**src/rtl/send_ctrl_if.sv**
```systemverilog
// ----------------------------------------------------------------------------
// send_ctrl_if
//   Bundles the frame handshake, result-RAM read port and UART sender port of
//   send_ctrl into one interface.
//
//   Signals:
//     start     frame request pulse (sampled by the controller in IDLE)
//     busy      frame in progress
//     done      one-cycle frame-complete pulse
//     rd_en     result-RAM read strobe
//     rd_addr   result-RAM address (AW bits)
//     rd_data   result-RAM data, valid one cycle after rd_en
//     tx_we     level write-enable towards send.we
//     tx_pixel  byte towards send.Pixel
//     tx_done   byte-complete pulse from send.sentFlag
//
//   Modports:
//     master  the sequencer (send_ctrl)
//     slave   its environment (frame requester, RAM, sender)
// ----------------------------------------------------------------------------
interface send_ctrl_if #(
    parameter int unsigned AW = 12
);
    logic          start;
    logic          busy;
    logic          done;
    logic          rd_en;
    logic [AW-1:0] rd_addr;
    logic [7:0]    rd_data;
    logic          tx_we;
    logic [7:0]    tx_pixel;
    logic          tx_done;

    modport master (
        input  start,
        input  rd_data,
        input  tx_done,
        output busy,
        output done,
        output rd_en,
        output rd_addr,
        output tx_we,
        output tx_pixel
    );

    modport slave (
        output start,
        output rd_data,
        output tx_done,
        input  busy,
        input  done,
        input  rd_en,
        input  rd_addr,
        input  tx_we,
        input  tx_pixel
    );
endinterface

```
**src/rtl/send_ctrl.sv**
```systemverilog
// ----------------------------------------------------------------------------
// send_ctrl
//   Frame-level sequencer for the UART byte sender. On a start pulse it reads
//   NPIX pixels from the result RAM in address order and hands each one to the
//   sender with a level write-enable, fetching the next pixel only after the
//   sender reports completion of the current byte.
//
//   Optional feature (macro SEND_CTRL_CHECKSUM_EN):
//     defined   - an extra byte, the mod-256 sum of all frame pixels, is sent
//                 after the last pixel and before done.
//     undefined - exactly NPIX bytes are sent; no sum register exists.
//
//   Parameters:
//     NPIX  pixels per frame (1..4096)
//     AW    read-address width, 2**AW >= NPIX
//
//   Ports:
//     clk   system clock, rising edge
//     rst   asynchronous active-high reset
//     bus   send_ctrl_if.master: start/busy/done handshake, RAM read port
//           (rd_en/rd_addr/rd_data) and sender port (tx_we/tx_pixel/tx_done)
//
//   All outputs decode from registered state, the pixel register and the
//   index counter only; no input has a combinational path to an output.
// ----------------------------------------------------------------------------
module send_ctrl #(
    parameter int unsigned NPIX = 64,
    parameter int unsigned AW   = 12
) (
    input  logic        clk,
    input  logic        rst,
    send_ctrl_if.master bus
);

    // Index counter width: enough for NPIX-1, never narrower than one bit.
    localparam int unsigned   IW      = (NPIX > 1) ? $clog2(NPIX) : 1;
    localparam logic [IW-1:0] LastIdx = IW'(NPIX - 1);

    localparam logic [2:0] StIdle  = 3'd0;
    localparam logic [2:0] StFetch = 3'd1;
    localparam logic [2:0] StLatch = 3'd2;
    localparam logic [2:0] StSend  = 3'd3;
    localparam logic [2:0] StGap   = 3'd4;
    localparam logic [2:0] StDone  = 3'd5;
`ifdef SEND_CTRL_CHECKSUM_EN
    localparam logic [2:0] StCsum  = 3'd6;
`endif

    logic [2:0]    state_q, state_d;
    logic [IW-1:0] idx_q,   idx_d;
    logic [7:0]    pix_q,   pix_d;
`ifdef SEND_CTRL_CHECKSUM_EN
    logic [7:0]    sum_q,   sum_d;
`endif

    // ------------------------------------------------------------------------
    // Next-state logic
    // ------------------------------------------------------------------------
    always_comb begin
        state_d = state_q;
        idx_d   = idx_q;
        pix_d   = pix_q;
`ifdef SEND_CTRL_CHECKSUM_EN
        sum_d   = sum_q;
`endif

        case (state_q)
            StIdle: begin
                if (bus.start) begin
                    idx_d   = '0;
`ifdef SEND_CTRL_CHECKSUM_EN
                    sum_d   = '0;
`endif
                    state_d = StFetch;
                end
            end

            StFetch: begin
                state_d = StLatch;
            end

            // RAM data is valid exactly one cycle after the read strobe.
            StLatch: begin
                pix_d   = bus.rd_data;
`ifdef SEND_CTRL_CHECKSUM_EN
                sum_d   = sum_q + bus.rd_data;
`endif
                state_d = StSend;
            end

            // tx_done in the very first SEND cycle is accepted as well.
            StSend: begin
                if (bus.tx_done) begin
                    state_d = StGap;
                end
            end

            // One cycle with tx_we low between bytes; this is also what keeps a
            // held tx_done from being counted twice for pixel bytes.
            StGap: begin
                if (idx_q == LastIdx) begin
`ifdef SEND_CTRL_CHECKSUM_EN
                    pix_d   = sum_q;
                    state_d = StCsum;
`else
                    state_d = StDone;
`endif
                end else begin
                    idx_d   = idx_q + IW'(1);
                    state_d = StFetch;
                end
            end

`ifdef SEND_CTRL_CHECKSUM_EN
            // Same handshake as SEND, with the checksum already in pix_q.
            StCsum: begin
                if (bus.tx_done) begin
                    state_d = StDone;
                end
            end
`endif

            StDone: begin
                state_d = StIdle;
            end

            default: begin
                state_d = StIdle;
            end
        endcase
    end

    // ------------------------------------------------------------------------
    // State registers
    // ------------------------------------------------------------------------
    always_ff @(posedge clk or posedge rst) begin
        if (rst) begin
            state_q <= StIdle;
            idx_q   <= '0;
            pix_q   <= '0;
        end else begin
            state_q <= state_d;
            idx_q   <= idx_d;
            pix_q   <= pix_d;
        end
    end

`ifdef SEND_CTRL_CHECKSUM_EN
    always_ff @(posedge clk or posedge rst) begin
        if (rst) begin
            sum_q <= '0;
        end else begin
            sum_q <= sum_d;
        end
    end
`endif

    // ------------------------------------------------------------------------
    // Outputs: pure decode of registered state. Because state_q resets
    // asynchronously, tx_we/busy/rd_en fall as soon as rst rises.
    // ------------------------------------------------------------------------
    logic tx_we;

    always_comb begin
        tx_we = (state_q == StSend);
`ifdef SEND_CTRL_CHECKSUM_EN
        tx_we = tx_we || (state_q == StCsum);
`endif
    end

    assign bus.busy     = (state_q != StIdle);
    assign bus.done     = (state_q == StDone);
    assign bus.rd_en    = (state_q == StFetch);
    assign bus.rd_addr  = AW'(idx_q);
    assign bus.tx_we    = tx_we;
    assign bus.tx_pixel = pix_q;

endmodule

```
**src/flat_wrapper.sv**
```systemverilog
// flat-port wrapper written by rule: the top's interface ports become plain ports
module send_ctrl_flat 
#(
    parameter int unsigned NPIX = 64,
    parameter int unsigned AW   = 12
)
  (clk, rst, bus_start, bus_rd_data, bus_tx_done, bus_busy, bus_done, bus_rd_en, bus_rd_addr, bus_tx_we, bus_tx_pixel);
  send_ctrl_if #(.AW(AW)) bus_i ();
  input  logic clk;
  input  logic rst;
  input wire logic [$bits(bus_i.start)-1:0] bus_start;
  input wire logic [$bits(bus_i.rd_data)-1:0] bus_rd_data;
  input wire logic [$bits(bus_i.tx_done)-1:0] bus_tx_done;
  output wire logic [$bits(bus_i.busy)-1:0] bus_busy;
  output wire logic [$bits(bus_i.done)-1:0] bus_done;
  output wire logic [$bits(bus_i.rd_en)-1:0] bus_rd_en;
  output wire logic [$bits(bus_i.rd_addr)-1:0] bus_rd_addr;
  output wire logic [$bits(bus_i.tx_we)-1:0] bus_tx_we;
  output wire logic [$bits(bus_i.tx_pixel)-1:0] bus_tx_pixel;
  assign bus_i.start = bus_start;
  assign bus_i.rd_data = bus_rd_data;
  assign bus_i.tx_done = bus_tx_done;
  assign bus_busy = bus_i.busy;
  assign bus_done = bus_i.done;
  assign bus_rd_en = bus_i.rd_en;
  assign bus_rd_addr = bus_i.rd_addr;
  assign bus_tx_we = bus_i.tx_we;
  assign bus_tx_pixel = bus_i.tx_pixel;
  send_ctrl #(.NPIX(NPIX), .AW(AW)) u_core (.clk(clk), .rst(rst), .bus(bus_i));
endmodule
```
**config.mk**
```make
export PLATFORM = sky130hd
export DESIGN_NAME = send_ctrl_flat
export DESIGN_NICKNAME = d
export VERILOG_FILES = /design/src/rtl/send_ctrl_if.sv /design/src/rtl/send_ctrl.sv /design/src/flat_wrapper.sv
export SDC_FILE = /design/constraint.sdc
export NUM_CORES = 1
export LEC_CHECK = 0
export ABC_AREA = 1
export CAP_MARGIN = 20
export CORE_MARGIN = 5
export CORE_UTILIZATION = 42
export CTS_BUF_LIST = sky130_fd_sc_hd__clkbuf_8
export DETAILED_ROUTE_END_ITERATION = 8
export GPL_ROUTABILITY_DRIVEN = 0
export PLACE_DENSITY = 0.78
export SYNTH_ARGS = -nofsm -noshare
export SYNTH_HDL_FRONTEND = slang
export SYNTH_SLANG_ARGS = --single-unit
```
**constraint.sdc**
```tcl
create_clock -name clk -period 2 [get_ports clk]
set_clock_uncertainty 0.2 [all_clocks]
set_input_delay 0.6 -clock clk [delete_from_list [all_inputs] [get_ports clk]]
set_output_delay 0.6 -clock clk [all_outputs]
set_load 0.01 [all_outputs]
```
# --- Yosys cells after proc, flatten, opt, wreduce, memory -nomap -nowiden ---
# Index checks and enable logic that the tools add are counted.
word_totals:
  output_inout_bits: 24
  wordCells: 25
  ff_bits: 17
op_classes:
  muxes: 7
  n_eq_ne: 9
  reduce_logical: 5
  n_addsub: 1
op_table:
  columns: ["op", "n"]
  rows:
  - ["one-hot mux 3 bit (5 select lines)", 1]
  - ["two-way mux 6 bit", 2]
  - ["one-hot mux 6 bit (2 select lines)", 1]
  - ["two-way mux 3 bit", 3]
  - ["adder 6 x 1 -> 6 bit (second input constant)", 1]
  - ["equality test 3 x 2 -> 1 bit (second input constant)", 2]
  - ["equality test 3 bit (second input constant)", 2]
  - ["equality test 6 bit (second input constant)", 1]
  - ["inequality test 2 bit (second input constant)", 3]
  - ["equality test 3 x 1 -> 1 bit (second input constant)", 1]
  - ["zero test 3 bit", 1]
  - ["AND reduction 3 bit", 1]
  - ["nonzero test 3 bit", 1]
  - ["AND reduction 2 bit", 1]
  - ["nonzero test 2 bit", 1]

# --- Depth between registers and ports, before layout ---
depth:
  word_depth: 3
  depth_mapped: 8
  ltp_nobuf: 8

# --- Worst setup path before layout ---
# No wires, ideal clock.
synth_path:
  kind: "reg-to-output"
  startpoint: "register u_core.state_q[2]"
  endpoint: "output port bus_done"
  path_buffers: 1
  path_stages_with_launch: 4
  arrival_time_ns: 0.841
  path_slack_ns: 0.359
  path_cell_list: "dfrtp_1 > inv_1 > buf_2 > nor2_1"
synth_via:
  elab_chain_len: 1
synth_lines:
  columns: ["item", "line", "source"]
  rows:
  - ["start, declared", "send_ctrl.sv:49", "logic [2:0] state_q, state_d;"]
  - ["start signal, assigned", "send_ctrl.sv:138", "state_q <= StIdle;"]
  - ["start signal, assigned", "send_ctrl.sv:142", "state_q <= state_d;"]
  - ["equality test 3 bit", "send_ctrl.sv:172", "assign bus.done = (state_q == StDone);"]
  - ["end, declared", "flat_wrapper.sv:15", "output wire logic [$bits(bus_i.done)-1:0] bus_done;"]
# No other way between the ends.

# --- Worst setup path after layout ---
layout_path:
  startpoint: "register u_core.pix_q[5] (netlist: u_core.bus.tx_pixel[5])"
  endpoint: "output port bus_tx_pixel[5]"
layout_rtl:
  columns: ["item", "line", "source"]
  rows:
  - ["start, declared", "send_ctrl.sv:51", "logic [7:0] pix_q, pix_d;"]
  - ["start signal, assigned", "send_ctrl.sv:144", "pix_q <= pix_d;"]
  - ["end, declared", "flat_wrapper.sv:19", "output wire logic [$bits(bus_i.tx_pixel)-1:0] bus_tx_pixel;"]
# No word-level cell between the ends.

==> impl_metrics.csv <==
group,metric,value,unit
outcome,run_status,"complete, no violations",
cells_and_area,layout.cells.non_filler,186,
detailed_routing,drtAntennaViolNets,0,
clocking,clock_latency,0.25,ns
floorplanning,initial_core_util,44.9,%
setup_path,path_delay_family,"buffers and inverters",
clocking,clk_pin_slew,0.06,ns
global_route,grt_pass1_vias,867,
yosys,yosysMostFrequentCell,"nand2_1",
timing,maxSlewViolCount,0,
global_route,grt_first_pass_wirelength,3.61,mm
detailed_routing,via_count,893,
power_and_ir_drop,power_density,1470,mW/mm^2
floorplanning,fp.dieW,56.3,microns
yosys,yosys-top-cells-area,"dfrtp_1 (47%), nand2_1 (15%), nand3_1 (12%)",
yosys,synth_top_area_share,47.4,%
global_route,grt_use_total,14.5,%
setup_path,critPathLaunchType,"flop",
timing,hold_slack,0.271,ns
floorplanning,ios,36,
cells_and_area,syn_to_final_growth,51.9,%
detailed_routing,wl_per_cell,12.0,microns
cells_and_area,fin_util,68.2,%
clocking,cts.sink_count,17,
setup_path,crit_buf_inv,1,
power_and_ir_drop,peakVddDrop,1000,uV
yosys,synth_largest_area_cell,"dfrtp_1",
yosys,synthTopCellsByCount,"nand2_1 (35), nand3_1 (21), dfrtp_1 (17)",
run,drv_cap,0,
floorplanning,die_h,56.3,microns
power_and_ir_drop,power_frac_clock,12.6,%
worst_hold_path,min_path_type,"reg -> reg",
setup_path,r2r_slack,0.46,ns
power_and_ir_drop,pwr-share-comb,56.5,%
clocking,cts_tree,"yes",
yosys,syn_inst,112,
global_route,gr-total-overflow,0,
clocking,cts.path.max_buffers,2,
power_and_ir_drop,p_sw_share,39.6,%
detailed_routing,first_iter_violations,10,
cells_and_area,post-route-cell-area,0.00137,sq mm
timing,final.setup.worst_slack,0.0419,ns
cells_and_area,diodes,0,
cells_and_area,final_nets,173,
floorplanning,fp.dieArea,0.00316,sq mm
placement,port_buffers,29,
cells_and_area,nFillCells,166,
timing,finalSetupTns,0,ns
placement,place_ws,-0.0149,ns
floorplanning,core,0.00200,sq mm
timing,setup_viol,0,
power_and_ir_drop,leakage,0.754,nW
placement,dpl.cell_count,175,
setup_path,crit_path_max_fanout,2,
setup_path,worst_ep_required_time,1.20,ns
yosys,ys_warn_count,0,
yosys,yosysSeqAreaShare,47.4,%
setup_path,critPathKind,"reg -> out",
placement,dpl.hpwl,1.65,mm
detailed_routing,avgViaCountPerCell,4.80,
floorplanning,rows,16,
power_and_ir_drop,seqPwrFrac,30.9,%
detailed_routing,wirelength,2.24,mm
power_and_ir_drop,switchingPower,0.793,mW
clocking,htree_levels,1,
yosys,synth_area_per_cell,8.02,sq um
yosys,ys.flop_type,"dfrtp_1",
clocking,cts_root_buffer,"clkbuf_8",
timing,min_period,1.96,ns
detailed_routing,drc_errors,0,
yosys,ys_seq_elements,17,
yosys,synth_edf_count,0,
global_route,antenna_found_initial,0,
global_route,grt_max_degree,18,
yosys,ys_types,22,
timing,period_share,97.9,%
setup_path,crit_slowest_cell,"clkdlybuf4s50_1",
yosys,async_flop_share,100,%
setup_path,end_kind,"output port",
power_and_ir_drop,power.internal,1.21,mW
timing,fmax,0.511,GHz
setup_path,worst_ep_arrival_time,1.16,ns
setup_path,cpPeakStageDelay,0.55,ns
cells_and_area,ff_latch_area,428,sq um
cells_and_area,multi_input_area,417,sq um
yosys,syn_area,898,sq um
placement,dpl-instance-area,0.00126,sq mm
cells_and_area,layout-drive-gt1-share,22.0,%
setup_path,cp_cell_sequence,"clkdlybuf4s50_1",
power_and_ir_drop,p_total,2.00,mW
clocking,cts_buffers,3,
detailed_routing,first_pass_iters,4,
timing,timing.final.hold_violations,0,
==> repair_timing <==
item | 4_1_cts | 5_1_grt
hold buffers | 0 | 0
endpoints found under the setup margin | 9 | 9
gates resized for setup | 11 | 11
buffers inserted | 4 | 3
==> cell type report <==
class,count,area share [%]
tap,27,2.47
clock inverter,1,0.275
timing repair buffer,45,30.2
multi-input combinational,85,30.5
sequential,17,31.3
clock buffer,3,3.02
inverter,8,2.20
==> layer usage <==
layer,wire length [microns],global-route usage [%],vias to the layer above
met4,34,7.46,0
met2,1090,24.7,27
li1,-,-,449
met5,0,0,-
met1,904,15.6,413
met3,209,5.50,4
==> registers in the layout, summed over array words and instances, names as in the netlist <==
register             count
u_core.bus.tx_pixel      8
u_core.idx_q             6
u_core.state_q           3
==> cell families (layout without fill, tap and decap cells) <==
| logic type | count (synthesis) | after routing | share of synthesized area [%] |
|---|---|---|---|
| compound gates | 7 | 7 | 5.29 |
| fa+ha+maj | 1 | 1 | 1.39 |
| buf+inv | 15 | 57 | 8.91 |
| flops | 17 | 17 | 47.4 |
| other cells | 1 | 6 | 0.417 |
| simple gates | 71 | 71 | 36.6 |
==> final timing paths <==
check | from | endpoint | cells after the start
max in group asynchronous | rst | u_core.idx_q[2] | 3
worst max register to register | u_core.idx_q[0] | u_core.idx_q[5] | 7
worst min-delay path | u_core.bus.tx_pixel[0] | u_core.bus.tx_pixel[0] | 2
worst min register to register | u_core.bus.tx_pixel[0] | u_core.bus.tx_pixel[0] | 2
min in group asynchronous | rst | u_core.state_q[2] | 3
worst max-delay path | u_core.bus.tx_pixel[5] | bus_tx_pixel[5] | 1
==> power groups by stage <==
stage / registers (mW) / clock network [mW] / logic (mW)
after floorplan: 0.699 / 0 / 0.437
after global placement: 0.622 / 0 / 1.05
after detailed placement: 0.634 / 0 / 1.07
after CTS: 0.614 / 0.261 / 1.11
after global routing: 0.638 / 0.275 / 1.25
final: 0.618 / 0.253 / 1.13
==> cells in the final DEF (no fill, tap or decap), types with 3 or more instances in the layout <==
master	n
dfrtp_1	15
conb_1	6
clkdlybuf4s50_1	19
nand3_1	21
nand2_1	34
buf_4	16
nand2_2	3
inv_1	6
inv_2	3
clkbuf_8	3
nor2_1	6
dlymetal6s2s_1	5
No activity file was read; power rests on OpenSTA's default activity.
